**src/rtl/fmul_share_pkg.sv**
```systemverilog
// Shared types and helpers for the multiplier-sharing arbiter.
// Tag ids are sized for the largest supported requester count (8).
package fmul_share_pkg;

    localparam int FP_W     = 64;
    localparam int DEF_LAT  = 14;
    localparam int NREQ_MAX = 8;
    localparam int ID_W     = 3;

    typedef struct packed {
        logic            valid;
        logic [ID_W-1:0] id;
    } tag_t;

    // Round-robin search starting just after ptr; returns {found, index}.
    function automatic logic [ID_W:0] rr_pick(
        input logic [NREQ_MAX-1:0] elig,
        input logic [ID_W-1:0]     ptr,
        input int unsigned         nreq
    );
        logic [ID_W:0]   res;
        logic [ID_W-1:0] idx;
        res = '0;
        for (int unsigned k = 1; k <= NREQ_MAX; k++) begin
            if (k <= nreq) begin
                idx = ID_W'((32'(ptr) + k) % nreq);
                if (!res[ID_W] && elig[idx]) begin
                    res = {1'b1, idx};
                end
            end
        end
        return res;
    endfunction

endpackage

```
**src/rtl/fmul_rsp_fifo.sv**
```systemverilog
// First-word-fall-through response FIFO; the head reads as zero when empty.
// The caller guarantees that a push never lands on a full FIFO without a pop.
module fmul_rsp_fifo #(
    parameter int W     = 64,
    parameter int DEPTH = 4
) (
    input  logic                         clk,
    input  logic                         rstn,
    input  logic                         push,
    input  logic                         pop,
    input  logic [W-1:0]                 wdata,
    output logic [W-1:0]                 rdata,
    output logic                         full,
    output logic                         empty,
    output logic [$clog2(DEPTH+1)-1:0]   count
);

    localparam int AW = $clog2(DEPTH);
    localparam int CW = $clog2(DEPTH + 1);

    logic [W-1:0]  mem [DEPTH];
    logic [AW-1:0] wr_ptr_reg;
    logic [AW-1:0] rd_ptr_reg;
    logic [CW-1:0] count_reg;
    logic          do_pop;

    assign empty  = (count_reg == '0);
    assign full   = (count_reg == CW'(DEPTH));
    assign count  = count_reg;
    assign do_pop = pop & ~empty;
    assign rdata  = empty ? '0 : mem[rd_ptr_reg];

    always_ff @(posedge clk) begin
        if (push) begin
            mem[wr_ptr_reg] <= wdata;
        end
    end

    always_ff @(posedge clk or negedge rstn) begin
        if (!rstn) begin
            wr_ptr_reg <= '0;
            rd_ptr_reg <= '0;
            count_reg  <= '0;
        end else begin
            if (push) begin
                wr_ptr_reg <= wr_ptr_reg + AW'(1);
            end
            if (do_pop) begin
                rd_ptr_reg <= rd_ptr_reg + AW'(1);
            end
            case ({push, do_pop})
                2'b10:   count_reg <= count_reg + CW'(1);
                2'b01:   count_reg <= count_reg - CW'(1);
                default: count_reg <= count_reg;
            endcase
        end
    end

endmodule

```
**src/rtl/fmul_share_arbiter.sv**
```systemverilog
// Round-robin sharing of one non-stallable pipelined multiplier; a credit per
// response-FIFO slot keeps every in-flight result guaranteed a landing place.
module fmul_share_arbiter
    import fmul_share_pkg::*;
#(
    parameter int NREQ      = 4,
    parameter int LAT       = DEF_LAT,
    parameter int RSP_DEPTH = 4,
    parameter int W         = FP_W
) (
    input  logic              clk,
    input  logic              rstn,
    input  logic [NREQ-1:0]   req_valid,
    output logic [NREQ-1:0]   req_ready,
    input  logic [NREQ*W-1:0] req_a,
    input  logic [NREQ*W-1:0] req_b,
    output logic [NREQ-1:0]   rsp_valid,
    input  logic [NREQ-1:0]   rsp_ready,
    output logic [NREQ*W-1:0] rsp_data,
    output logic [W-1:0]      mul_num1,
    output logic [W-1:0]      mul_num2,
    output logic              mul_valid,
    input  logic [W-1:0]      mul_result,
    input  logic              mul_ready,
    output logic              busy,
    output logic              err_tag
);

    localparam int CW = $clog2(RSP_DEPTH + 1);

    logic [NREQ-1:0] elig;
    logic [NREQ-1:0] grant;
    logic [NREQ-1:0] pop;
    logic [NREQ-1:0] push_vec;
    logic [NREQ-1:0] fifo_empty;
    logic [NREQ-1:0] fifo_full;
    logic [CW-1:0]   fifo_count [NREQ];
    logic [ID_W:0]   pick;
    logic            grant_any;
    logic [ID_W-1:0] grant_idx;
    logic [W-1:0]    sel_a;
    logic [W-1:0]    sel_b;
    logic            inflight_any;
    logic            any_stored;
    tag_t            tag_out;
    logic            tag_push;

    logic [ID_W-1:0] rr_ptr_reg;
    logic [CW-1:0]   credit_reg [NREQ];
    tag_t            tag_pipe_reg [LAT+1];
    logic [W-1:0]    mul_num1_reg;
    logic [W-1:0]    mul_num2_reg;
    logic            mul_valid_reg;
    logic            busy_reg;
    logic            err_tag_reg;

    assign pick      = rr_pick(NREQ_MAX'(elig), rr_ptr_reg, NREQ);
    assign grant_any = pick[ID_W];
    assign grant_idx = pick[ID_W-1:0];
    assign req_ready = grant;

    assign tag_out  = tag_pipe_reg[LAT];
    assign tag_push = mul_ready & tag_out.valid;

    generate
        for (genvar gi = 0; gi < NREQ; gi++) begin : g_req
            // Gating with rstn keeps req_ready low while reset is held.
            assign elig[gi]     = rstn & req_valid[gi] & (credit_reg[gi] != '0);
            assign grant[gi]    = grant_any & (grant_idx == ID_W'(gi));
            assign pop[gi]      = ~fifo_empty[gi] & rsp_ready[gi];
            assign push_vec[gi] = tag_push & (tag_out.id == ID_W'(gi))
                                  & (~fifo_full[gi] | pop[gi]);
            assign rsp_valid[gi] = ~fifo_empty[gi];

            fmul_rsp_fifo #(
                .W     (W),
                .DEPTH (RSP_DEPTH)
            ) u_fifo (
                .clk   (clk),
                .rstn  (rstn),
                .push  (push_vec[gi]),
                .pop   (pop[gi]),
                .wdata (mul_result),
                .rdata (rsp_data[gi*W +: W]),
                .full  (fifo_full[gi]),
                .empty (fifo_empty[gi]),
                .count (fifo_count[gi])
            );
        end
    endgenerate

    always_comb begin
        sel_a        = '0;
        sel_b        = '0;
        inflight_any = 1'b0;
        any_stored   = 1'b0;
        for (int i = 0; i < NREQ; i++) begin
            if (grant[i]) begin
                sel_a = req_a[i*W +: W];
                sel_b = req_b[i*W +: W];
            end
            any_stored = any_stored | (fifo_count[i] != '0);
        end
        for (int j = 0; j <= LAT; j++) begin
            inflight_any = inflight_any | tag_pipe_reg[j].valid;
        end
    end

    always_ff @(posedge clk or negedge rstn) begin
        if (!rstn) begin
            rr_ptr_reg    <= ID_W'(NREQ - 1);
            mul_num1_reg  <= '0;
            mul_num2_reg  <= '0;
            mul_valid_reg <= 1'b0;
            busy_reg      <= 1'b0;
            err_tag_reg   <= 1'b0;
            for (int j = 0; j <= LAT; j++) begin
                tag_pipe_reg[j] <= '0;
            end
            for (int i = 0; i < NREQ; i++) begin
                credit_reg[i] <= CW'(RSP_DEPTH);
            end
        end else begin
            mul_valid_reg <= grant_any;
            if (grant_any) begin
                rr_ptr_reg   <= grant_idx;
                mul_num1_reg <= sel_a;
                mul_num2_reg <= sel_b;
            end
            tag_pipe_reg[0] <= '{valid: grant_any, id: grant_idx};
            for (int j = 1; j <= LAT; j++) begin
                tag_pipe_reg[j] <= tag_pipe_reg[j-1];
            end
            // A result without a tag, or a tag without a result, is never pushed.
            if (mul_ready != tag_out.valid) begin
                err_tag_reg <= 1'b1;
            end
            busy_reg <= inflight_any | any_stored;
            for (int i = 0; i < NREQ; i++) begin
                case ({grant[i], pop[i]})
                    2'b10:   credit_reg[i] <= credit_reg[i] - CW'(1);
                    2'b01:   credit_reg[i] <= credit_reg[i] + CW'(1);
                    default: credit_reg[i] <= credit_reg[i];
                endcase
            end
        end
    end

    assign mul_num1  = mul_num1_reg;
    assign mul_num2  = mul_num2_reg;
    assign mul_valid = mul_valid_reg;
    assign busy      = busy_reg;
    assign err_tag   = err_tag_reg;

endmodule
```
**config.mk**
```make
export PLATFORM = sky130hd
export DESIGN_NAME = fmul_share_arbiter
export DESIGN_NICKNAME = d
export VERILOG_FILES = /design/src/rtl/fmul_share_pkg.sv /design/src/rtl/fmul_rsp_fifo.sv /design/src/rtl/fmul_share_arbiter.sv
export SDC_FILE = /design/constraint.sdc
export NUM_CORES = 1
export LEC_CHECK = 0
export ABC_AREA = 1
export CAP_MARGIN = 20
export CORE_UTILIZATION = 32
export CTS_BUF_LIST = sky130_fd_sc_hd__clkbuf_8
export DETAILED_ROUTE_END_ITERATION = 8
export PLACE_DENSITY_LB_ADDON = 0.25
export SLEW_MARGIN = 20
export SYNTH_ARGS = -nofsm -noshare
export SYNTH_HDL_FRONTEND = slang
export SYNTH_HIERARCHICAL = 1
export SYNTH_SLANG_ARGS = --single-unit
export TNS_END_PERCENT = 100
```
**constraint.sdc**
```tcl
create_clock -name clk -period 6.5 [get_ports clk]
set_input_delay 1.95 -clock clk [delete_from_list [all_inputs] [get_ports clk]]
set_output_delay 1.95 -clock clk [all_outputs]
set_load 0.02 [all_outputs]
```
# Word-level counts from Yosys, hierarchy flattened
# Memories as Yosys holds them, arrays and structs flattened.
# Index checks and enable logic that the tools add are counted.
word_totals:
  regBits: 232
  mem_bits_rw: 1024
  output_inout_bits: 395
  n_memories: 4
  in_bits: 587
classes:
  n_mux: 40
  n_bitwise: 59
  order_cmp: 4
  n_addsub: 28
  reduce_logical: 28
  n_eq_ne: 27
mem_list:
  columns: ["memory", "depth", "word_bits", "rd", "rd_ports_with_merged_regs", "wr", "line_no", "source"]
  rows:
  - ["g_req[0].u_fifo.mem", 4, 64, 1, 0, 1, "fmul_rsp_fifo.sv:21", "logic [W-1:0] mem [DEPTH];"]
  - ["g_req[1].u_fifo.mem", 4, 64, 1, 0, 1, "fmul_rsp_fifo.sv:21", null]
  - ["g_req[2].u_fifo.mem", 4, 64, 1, 0, 1, "fmul_rsp_fifo.sv:21", null]
  - ["g_req[3].u_fifo.mem", 4, 64, 1, 0, 1, "fmul_rsp_fifo.sv:21", null]
ops:
  columns: ["cell", "count"]
  rows:
  - ["64-bit two-way mux", 12]
  - ["3-bit case mux with 2 select lines", 8]
  - ["1-bit bitwise AND", 29]
  - ["3-bit by 1-bit adder with 3-bit output, second input constant", 8]
  - ["3-bit nonzero test", 8]
  - ["3-bit by 1-bit subtractor with 3-bit output, second input constant", 8]
  - ["1-bit OR", 22]
  - ["2-bit by 1-bit adder with 2-bit output, second input constant", 10]
  - ["3-bit zero test", 6]
  - ["2-bit by 1-bit equality test with 1-bit output, second input constant", 8]
  - ["2-bit equality test, second input constant", 8]
  - ["2-bit by 4-bit < comparator with 1-bit output, second input constant", 4]
  - ["4-bit two-way mux", 4]
  - ["2-bit nonzero test", 8]
  - ["3-bit by 2-bit equality test with 1-bit output, second input constant", 4]
  - ["3-bit equality test, second input constant", 4]
  - ["1-bit two-way mux", 12]
  - ["1-bit binary-select mux with 2-bit select", 4]
  - ["1-bit NOT", 8]
  - ["3-bit by 1-bit equality test with 1-bit output, second input constant", 2]
  - ["2-bit adder, second input constant", 2]
  - ["1-bit logical AND", 3]
  - ["1-bit zero test", 3]
  - ["1-bit != test", 1]

# Depth between registers and ports, before layout
# Gate-level depths: netlist of run 1.
logic_depth:
  depth_word: 20
  depth_mapped: 19
  depth_no_buf: 18

# By module
# The synthesis of run 1 kept the hierarchy.
by_module_without_submodules:
  columns: ["mod", "n_inst", "cells_each", "area_each_um2", "seq_area_each_um2"]
  rows:
  - ["fmul_rsp_fifo (g_req[1].u_fifo ...)", 3, 1065, 11395.9, 7862.5]
  - ["fmul_share_arbiter", 1, 1614, 11672.4, 4737.0]
  - ["fmul_rsp_fifo (g_req[0].u_fifo)", 1, 1065, 11315.9, 7862.5]

# Worst setup path after synthesis of run 1
# No wires, ideal clock.
synth_path:
  path_kind: "input to output"
  from: "in req_valid[2]"
  to: "out req_ready[2]"
  cell_stages: 14
  slack_ns: 1.243
  t_arrival_ns: 3.307
  t_required_ns: 4.550
  cell_sequence: "nand2_1 inv_1 nand3_1 nand2_1 nand2_1 nand2_1 nand4_2 nor2_2 nor2_4 buf_2 buf_2 inv_1 nand2_1 inv_1"
synth_between:
  elab_chain_cells: 16
synth_rtl:
  columns: ["item", "line_no", "source"]
  rows:
  - ["from (decl)", "fmul_share_arbiter.sv:13", "input logic [NREQ-1:0] req_valid,"]
  - ["1-bit bitwise AND * (2 in a row)", "fmul_share_arbiter.sv:68", "assign elig[gi] = rstn & req_valid[gi] & (credit_reg[gi] != '0);"]
  - ["1-bit binary-select mux with 2-bit select", "fmul_share_pkg.sv:27", "if (!res[ID_W] && elig[idx]) begin"]
  - ["1-bit two-way mux (implied by the code)", "fmul_share_pkg.sv:27", null]
  - ["4-bit two-way mux", "fmul_share_pkg.sv:27", null]
  - ["1-bit zero test", "fmul_share_pkg.sv:27", null]
  - ["1-bit logical AND", "fmul_share_pkg.sv:27", null]
  - ["4-bit two-way mux", "fmul_share_pkg.sv:27", null]
  - ["1-bit zero test", "fmul_share_pkg.sv:27", null]
  - ["1-bit logical AND", "fmul_share_pkg.sv:27", null]
  - ["4-bit two-way mux", "fmul_share_pkg.sv:27", null]
  - ["1-bit zero test", "fmul_share_pkg.sv:27", null]
  - ["1-bit logical AND", "fmul_share_pkg.sv:27", null]
  - ["4-bit two-way mux *", "fmul_share_pkg.sv:27", null]
  - ["via pick[1]", "fmul_share_arbiter.sv:38", "logic [ID_W:0] pick;"]
  - ["3-bit by 2-bit equality test with 1-bit output *", "fmul_share_arbiter.sv:69", "assign grant[gi] = grant_any & (grant_idx == ID_W'(gi));"]
  - ["1-bit bitwise AND *", "fmul_share_arbiter.sv:69", null]
  - ["to (decl)", "fmul_share_arbiter.sv:14", "output logic [NREQ-1:0] req_ready,"]
# Mark *: on every way through the listed nets, which the timed path passes. The rest lies on a longest branch. The select of a mux whose other input is x is not followed.

# Final worst setup path of run 1
layout_path:
  from: "in req_valid[3]"
  to: "out req_ready[2]"
layout_between:
  elab_chain_cells: 16
layout_rtl:
  columns: ["item", "line_no"]
  rows:
  - ["1-bit bitwise AND * (2 in a row)", "fmul_share_arbiter.sv:68"]
  - ["1-bit binary-select mux with 2-bit select", "fmul_share_pkg.sv:27"]
  - ["1-bit two-way mux (implied by the code)", "fmul_share_pkg.sv:27"]
  - ["4-bit two-way mux", "fmul_share_pkg.sv:27"]
  - ["1-bit zero test", "fmul_share_pkg.sv:27"]
  - ["1-bit logical AND", "fmul_share_pkg.sv:27"]
  - ["4-bit two-way mux", "fmul_share_pkg.sv:27"]
  - ["1-bit zero test", "fmul_share_pkg.sv:27"]
  - ["1-bit logical AND", "fmul_share_pkg.sv:27"]
  - ["4-bit two-way mux", "fmul_share_pkg.sv:27"]
  - ["1-bit zero test", "fmul_share_pkg.sv:27"]
  - ["1-bit logical AND", "fmul_share_pkg.sv:27"]
  - ["4-bit two-way mux *", "fmul_share_pkg.sv:27"]
  - ["3-bit by 2-bit equality test with 1-bit output", "fmul_share_arbiter.sv:69"]
  - ["1-bit bitwise AND *", "fmul_share_arbiter.sv:69"]
# Every way passes the cells marked *; elsewhere a longest branch is shown, timed or not. The select of a mux whose other input is x is not followed.

==> summary.txt, run 1 <==
Status
  – Status: complete, no violations

Yosys
  – #FFs+latches synth: about 1.2k
  – Post-Synth XOR/XNOR Area: less than 1%
  – Synth Area in Simple Gates: between 20% and 30%
  – Main combinational cell family by area after synthesis: simple AND/OR/NAND/NOR gates
  – Mapped Cells: 5874
  – Syn Nets: around 6.5k
  – Yosys cell types: 37
  – Post-synthesis adder-cell area fraction: less than 1%
  – Multiplexer area fraction after synthesis: less than 1%
  – Avg Cell Area, Syn: 9.734 sq um
  – Synth Area in Compound Gates: under 10%
  – Post-Syn Area: 57180 sq um
  – Seq/Total Area, Yosys: roughly 63%
  – YS warnings: 6

Placement
  – IO Port Bufs: about 980
  – HPWL after detailed placement: 156100 microns
  – Placer's final routability congestion estimate: approximately 1.0
  – Placement-stage cell area: slightly below 70000 sq um

Global route
  – Vias in the first global route: between 40k and 50k
  – Largest net degree at the start of global routing: 131
  – Initial antenna violation count: 54
  – Total GRT Usage: between 20% and 30%
  – GRT overflow: 0
  – First-pass GRT wire length: 316200 microns

Floorplanning
  – Core area: ~180000 sq um
  – Die X: approximately 420 microns
  – Top Ports: 982
  – Standard-cell rows: 154
  – Starting Density: ~32%
  – Die height: 424.7 microns
  – Die footprint: about 180000 sq um

Critical path
  – Crit path max fanout: 6
  – Worst path most repeated cell: nand3_1
  – CP cell instances: clkdlybuf4s50_1 > nand2_1 > inv_1 > nand3_1 > nand3_2 > nand2_2 > nand3_1 > nand3_1 > a21oi_4 > nand2_1 > inv_1 > clkdlybuf4s50_1
  – Crit start category: input port
  – Delay of the slowest cell on the worst path: 0.61 ns
  – WP data required: roughly 4.6 ns
  – Delay-heaviest family, CP: buffers and inverters
  – Buf+Inv Stages, Crit Path: 4
  – Critical path capture point type: output port
  – Critical-path top delay cell: clkdlybuf4s50_1
  – Arrival time at the worst endpoint: approximately 4.3 ns
  – Critical path type: in2out

Routing
  – Vias: 44.28k
  – WL/cell: roughly 24 microns
  – Total wire length: roughly 230000 microns
  – Residual DRC: 0
  – DR vias/cell: around 4.7
  – Initial drt markers: ~3.8k
  – Final ANT Viol Nets: 0
  – 1st-pass router iterations: 5

Clocking
  – CTS Sinks: 1241
  – Clock-pin slew on the worst setup and hold paths: approximately 0.06 ns
  – Max clock buf depth: 3
  – H-tree Lvls: 4
  – Postcts setup bufs: 0
  – CTS root buf: clkbuf_8
  – CTS buffer count: 217
  – Clk_lat worst skew: ~0.94 ns
  – Post-CTS Resized: 0
  – Cts hold-fix bufs: 0
  – CTS tree: done

STA
  – Least-Margin Pin Slew: 1.170 ns
  – Fin. Hold Viols: 0
  – Max-Slew Margin vs Limit: 22.00%
  – # setup viols final: 0
  – Setup_tns: 0 ns
  – Final period utilization: a little over nine tenths
  – Clock skew: roughly 0.035 ns
  – Max-slew violation count: 0
  – RSZ-0062 raised after global routing: no
  – Fmax: about 0.16 GHz
  – Min Tclk post-route: 6.241 ns

Final layout
  – Nets: between 7k and 8k
  – Filler Cell Count: roughly 17k
  – Largest register FFs: about 1.0k
  – Fin area: 73110 sq um
  – Area grow syn2layout: 27.87%
  – Share of layout cells above drive strength 1: 7.676%

Power and ir drop
  – Peak supply drop: 1790 uV
  – Leak pwr: around 32 nW
  – Pwr Density: between 500 and 600 nW/um^2

Hold path
  – Worst hold path type: reg2reg

Flow run
  – Max capacitance violation total: 0
-- power breakdown --
group	leakage, nW	total [mW]	internal (mW)	switching [mW]
Clock	2.27	6.58	3.28	3.31
Combinational	17.4	20.3	6.78	13.5
Sequential	11.8	10.7	9.93	0.749
-- worst register-to-register path: stages, from the launching register on --
cell	delay [ns]
dfrtp_1	0.42
inv_2	0.07
nand3_2	0.10
clkinv_2	0.61
inv_1	0.59
nand2_1	0.13
a21oi_1	0.53
nand2_1	0.14
clkinv_2	0.71
buf_12	0.34
-- through the flow --
stage	worst slack, ns	util [%]	std cells	hold slack, ns	total power, mW
after floorplan	1.243	-	5874	0.3312	22.03
after global placement	0.2195	39.11	8966	0.3337	30.95
after detailed placement	0.2310	39.11	8966	0.3347	31.05
after CTS	0.2219	41.27	9334	0.3396	37.79
after global routing	0.09312	41.32	9345	0.3392	39.63
final	0.2595	41.33	9358	0.3455	37.52
-- routing by layer --
metal / wire [microns] / up-vias / GRT usage, % / share of wire [%]
met2: 102900 / 1595 / 37.59 / 45
met4: 5310 / 26 / 6.661 / 2.3
met3: 17850 / 305 / 5.858 / 7.8
met1: 101200 / 21677 / 34.60 / 45
met5: 155 / - / 0 / 0.068
li1: - / 20672 / - / -
-- cell usage after synthesis, drive strengths merged --
cell        n  area share, %
nand2    1759             12
inv      1126            7.4
edfxtp   1024             54
nand3     801            7.1
a21oi     266            2.7
buf       251            2.7
dfrtp     211            9.2
or2       129            1.4
nand3b    128            1.7
clkbuf     62           0.41
ha         25           0.55
o21ai      17           0.15
nor2       14           0.12
xnor2      13           0.21
fa          8           0.28
nand4       8          0.098
xor2        8           0.12
dfstp       6           0.28
nor3        6          0.061
nor4        6          0.066
mux2        4          0.079
a2111oi     2          0.031
-- cell families (layout without fill, tap and decap cells) --
family | count (synthesis) | count (layout)
AOI/OAI and AO/OA | 285 | 285
xor gates and xnor gates | 21 | 21
adders and majority gates | 33 | 33
buffers and inverters | 1439 | 2561
DFF | 1241 | 1241
muxes | 4 | 4
other | 0 | 22
and+or+nand+nor | 2851 | 2851
-- final timing paths --
| path | start | end | slack, ns | cells past startpoint |
|---|---|---|---|---|
| max | req_valid[3] | req_ready[2] | 0.26 | 12 |
| min | tag_pipe_reg[44] | tag_pipe_reg[40] | 0.35 | 0 |
| max reg2reg | g_req[3].u_fifo/count[1] | g_req[3].u_fifo/mem[3][16] | 2.42 | 9 |
| min reg2reg | tag_pipe_reg[44] | tag_pipe_reg[40] | 0.35 | 0 |
| max in group asynchronous | rstn | mul_num2[47] | 3.86 | 3 |
| min in group asynchronous | rstn | err_tag | 1.09 | 2 |
-- placed cells by master, fill, tap and decap left out, types with 3 or more instances in the layout --
cell / instances
nor3_1: 5
o21ai_0: 17
mux2_2: 4
nand4_1: 7
xor2_1: 8
ha_1: 25
edfxtp_1: 1024
nand3_2: 7
xnor2_1: 12
nand2_1: 1756
clkinv_2: 34
inv_4: 5
inv_12: 4
or2_1: 69
diode_2: 22
inv_1: 1170
clkbuf_8: 226
clkinv_1: 31
dfrtp_1: 203
nor2_1: 10
a21oi_2: 60
a21oi_1: 204
or2_2: 59
buf_12: 22
buf_4: 62
inv_2: 14
fa_1: 8
nand3b_1: 128
nor2_2: 3
dfrtp_4: 7
dfstp_2: 6
clkdlybuf4s50_1: 980
nor4_1: 6
nand3_1: 793
-- layout make-up --
cell class	count	area [sq um]	area share (%)
repair buffers	1067	10790	14.75
multi-input cells	3194	15040	20.57
flip-flops and latches	1241	36210	49.53
clock inverters	142	715.7	0.9789
clock buffers	226	3110	4.254
inverters	1126	4268	5.837
diodes	22	55.05	0.07530
well taps	2340	2928	4.005
No activity file was read; power rests on OpenSTA's default activity.
==> run 2, diff against run 1 <==
--- a/config.mk
+++ b/config.mk
@@ -9,11 +9,11 @@
 export CAP_MARGIN = 20
 export CORE_UTILIZATION = 32
 export CTS_BUF_LIST = sky130_fd_sc_hd__clkbuf_8
+export CTS_CLUSTER_DIAMETER = 200
 export DETAILED_ROUTE_END_ITERATION = 8
 export PLACE_DENSITY_LB_ADDON = 0.25
 export SLEW_MARGIN = 20
 export SYNTH_ARGS = -nofsm -noshare
 export SYNTH_HDL_FRONTEND = slang
-export SYNTH_HIERARCHICAL = 1
 export SYNTH_SLANG_ARGS = --single-unit
 export TNS_END_PERCENT = 100
==> run 2 against run 1 <==
  * Combinational power about the same
  * First-iteration DRC count is 10% lower
  * Area after synthesis fell by 9.5%
  * Maximum frequency rose by 0.40%
  * Sequential share of layout area rose by 3.6 points
  * Non-clock buffer count grew 11
  * Total power is 0.67% higher
  * Setup slack gained 0.025 ns
  * Clock skew rose by 0.030 ns
  * Worst hold slack lost 0.032 ns
  * Critical endpoint unchanged
==> summary.txt, run 2 <==
Floorplanning
  – Core area: 160600 sq um (-9.2%)
  – Starting Density: 32.24% (-0.084 points)
  – Die X: 404.2 microns (-4.8%)
  – Die height: 404.2 microns (-4.8%)
  – Top Ports: 982 (unchanged)
  – Standard-cell rows: 147 (-4.5%)
  – Die footprint: 163400 sq um (-9.4%)

Critical path
  – Arrival time at the worst endpoint: 4.27 ns (-0.02 ns)
  – Delay-heaviest family, CP: buffers and inverters
  – CP cell instances: clkdlybuf4s50_1 > nand2_1 > inv_1 > nand3_1 > nand2_1 > nand2_1 > a21oi_1 > nor2_1 > nand2_1 > clkinv_1 > nand2_4 > nand2_4 > inv_1 > clkdlybuf4s50_1
  – Critical-path top delay cell: clkdlybuf4s50_1
  – Buf+Inv Stages, Crit Path: 5 (+1)
  – Cells on worst reg2reg path: 16 (+7)
  – Critical path capture point type: output port
  – R2R Setup Slk: 2.54 ns (+0.12 ns)
  – Crit path max fanout: 6 (unchanged)
  – WP data required: 4.55 ns (about the same)
  – Delay of the slowest cell on the worst path: 0.59 ns (-0.02 ns)
  – Reg-to-Reg Start: credit_reg[5]
  – Critical path type: in2out
  – Worst path most repeated cell: nand2_1
  – Crit start category: input port
  – R2r endpoint: mul_num1[17]

Yosys
  – Most frequent cell after synthesis: nor2_1
  – #FFs+latches synth: 1241 (unchanged)
  – Mapped Cells: 4795 (-18%)
  – Seq/Total Area, Yosys: 69.90% (+6.6 points)
  – Synth Area in Compound Gates: 8.092% (+5.2 points)
  – Top post-synthesis cells by count: nor2_1, edfxtp_1, nand2_1
  – Post-Syn Area: 51770 sq um (-9.5%)
  – Synth area leader: edfxtp_1
  – Multiplexer area fraction after synthesis: 0.08701% (+0.0082 points)
  – Synth Area in Simple Gates: 16.80% (-5.3 points)
  – Number of synthesized flops with an enable pin: 1024 (unchanged)
  – Post-synthesis adder-cell area fraction: 0.9136% (+0.086 points)
  – YS warnings: 0 (-6)
  – Asr flop ratio synth: 17.49% (unchanged)
  – Avg Cell Area, Syn: 10.80 sq um (+11%)
  – Syn Nets: 5415 (-17%)
  – Synth Flop Type: edfxtp_1
  – Main combinational cell family by area after synthesis: simple AND/OR/NAND/NOR gates
  – Post-Synth XOR/XNOR Area: 0.5051% (+0.17 points)
  – Top cell type's share of synthesized area: 59.40% (+5.6 points)
  – Ranking of synthesized cells by area: edfxtp_1, dfrtp_1, nor2_1
  – Yosys cell types: 32 (-14%)

Power and ir drop
  – Pwr Density: 554.4 nW/um^2 (+8.0%)
  – Tot Pwr: 37.77 mW (+0.67%)
  – Leak pwr: 25.26 nW (-20%)
  – Peak supply drop: 619.3 uV (-65%)

Hold path
  – Hold worst-path end: tag_pipe_reg[21]
  – Worst hold path type: reg2reg
  – Hold wc startpoint: tag_pipe_reg[25]
  – Hold depth: 0 (unchanged)

STA
  – Clock skew: 0.06551 ns (+0.03040 ns)
  – Max-slew violation count: 0 (unchanged)
  – Max-Slew Margin vs Limit: 30.47% (+8.5 points)
  – Least-Margin Pin Slew: 1.043 ns (-0.1271 ns)
  – # setup viols final: 0 (unchanged)
  – Fin. Hold Viols: 0 (unchanged)
  – RSZ-0062 raised after global routing: no
  – Min Tclk post-route: 6.216 ns (-0.02478 ns)
  – Fin Hold WS: 0.3137 ns (-0.03190 ns)
  – Worst setup margin: 0.2842 ns (+0.02478 ns)
  – Setup_tns: 0 ns (unchanged)
  – Final period utilization: 95.63% (-0.38 points)
  – Fmax: 0.1609 GHz (+0.40%)

Global route
  – Total GRT Usage: 26.42% (+1.9 points)
  – Vias in the first global route: 38.36k (-7.3%)
  – Initial antenna violation count: 59 (+9.3%)
  – GRT overflow: 0 (unchanged)
  – Largest net degree at the start of global routing: 131 (unchanged)
  – First-pass GRT wire length: 302600 microns (-4.3%)

Routing
  – 1st-pass router iterations: 7 (+2)
  – Residual DRC: 0 (unchanged)
  – Final ANT Viol Nets: 0 (unchanged)
  – DR vias/cell: 4.968 (+5.0%)
  – WL/cell: 27.33 microns (+12%)
  – Initial drt markers: 3440 (-10%)
  – Vias: 40.45k (-8.6%)
  – Total wire length: 222500 microns (-2.2%)

Placement
  – IO Port Bufs: 981 (unchanged)
  – Setup WS pre-CTS: 0.2814 ns (+0.05048 ns)
  – Placed Cells incl. Taps: 7736 (-14%)
  – Placer's final routability congestion estimate: 0.9450 (-6.4%)
  – HPWL after detailed placement: 152700 microns (-2.2%)

Final layout
  – Filler Cell Count: 15.36k (-10%)
  – Most frequent cells in the layout: nor2_1, edfxtp_1, clkdlybuf4s50_1
  – Largest register FFs: 1024 (unchanged)
  – Share of layout cells above drive strength 1: 6.932% (-0.74 points)
  – Commonest non-fill, non-tap cell in the layout: nor2_1
  – Final std cells w/o fill: 8143 (-13%)
  – Nets: 6408 (-14%)
  – Area grow syn2layout: 31.62%
  – Reg area: 36210 sq um (unchanged)
  – Area of the multi-input gates: 13800 sq um (-8.2%)

Clocking
  – Clock-pin slew on the worst setup and hold paths: 0.06 ns (about the same)
  – Post-CTS Resized: 0 (unchanged)
  – CTS buffer count: 210 (-3.2%)
  – CTS tree: done
  – Max clock buf depth: 3 (unchanged)
  – CTS Sinks: 1241 (unchanged)
  – Postcts setup bufs: 0 (unchanged)
  – Clk_lat worst skew: 0.92 ns (-0.02 ns)
  – H-tree Lvls: 4 (unchanged)
  – Cts hold-fix bufs: 0 (unchanged)
  – CTS root buf: clkbuf_8

Flow run
  – Max capacitance violation total: 0 (unchanged)

Status
  – Status: complete, no violations
run 2: cell count changes in the layout (fill, tap and decap cells not counted), sizes merged, moves of 110 or more:
cell | before | now
nand3b | 128 | 18
nand2 | 1759 | 606
nand3 | 801 | 119
o21ai | 17 | 537
inv | 1198 | 266
nor2 | 14 | 1321
or2 | 129 | 1
run 2: how the worst max path moves through the flow:
stage,from,end,cells after the start
floorplan,mul_ready,g_req[0].u_fifo.mem[0][0],3
global placement,req_valid[2],req_ready[2],14
CTS,req_valid[2],req_ready[2],14
finish,req_valid[2],req_ready[2],14
global route,req_valid[2],req_ready[2],14
detailed placement,req_valid[2],req_ready[2],14
run 2: area by class of cell:
class                           instances  share of cell area (%)
Timing Repair Buffer                 1078                   15.76
Antenna cell                           25                 0.09182
Sequential cell                      1241                   53.15
Clock inverter                        161                   1.284
Tap cell                             2160                   3.967
Inverter                              180                   1.017
Multi-Input combinational cell       3077                   20.26
Clock buffer                          221                   4.464
run 2: through the flow:
step,cell area (sq um),utilization (%)
2_1_floorplan,51770,-
3_3_place_gp,64160,39.96
3_5_place_dp,64160,39.96
4_1_cts,68070,42.39
5_1_grt,68120,42.43
6_report,68130,42.43
run 2: cell families after synthesis:
| group | count (synthesis) |
|---|---|
| fa+ha+maj | 33 |
| simple gates | 2174 |
| flops | 1241 |
| buf+inv | 477 |
| mux | 4 |
| compound gates | 837 |
| xor+xnor | 29 |
run 2: routing by layer:
layer | part of all wire [%] | global-route usage (%) | vias up | routed length [microns]
li1 | - | - | 18389 | -
met2 | 49 | 43.87 | 1615 | 108500
met4 | 4.8 | 12.68 | 24 | 10670
met1 | 39 | 32.36 | 20074 | 86700
met5 | 0.075 | 0 | - | 166
met3 | 7.4 | 6.074 | 350 | 16450
run 2: power breakdown:
part / internal (mW) / switching, mW
registers: 9.96 / 0.688
logic: 6.67 / 13.9
clock network: 3.28 / 3.29
total: 19.9 / 17.9
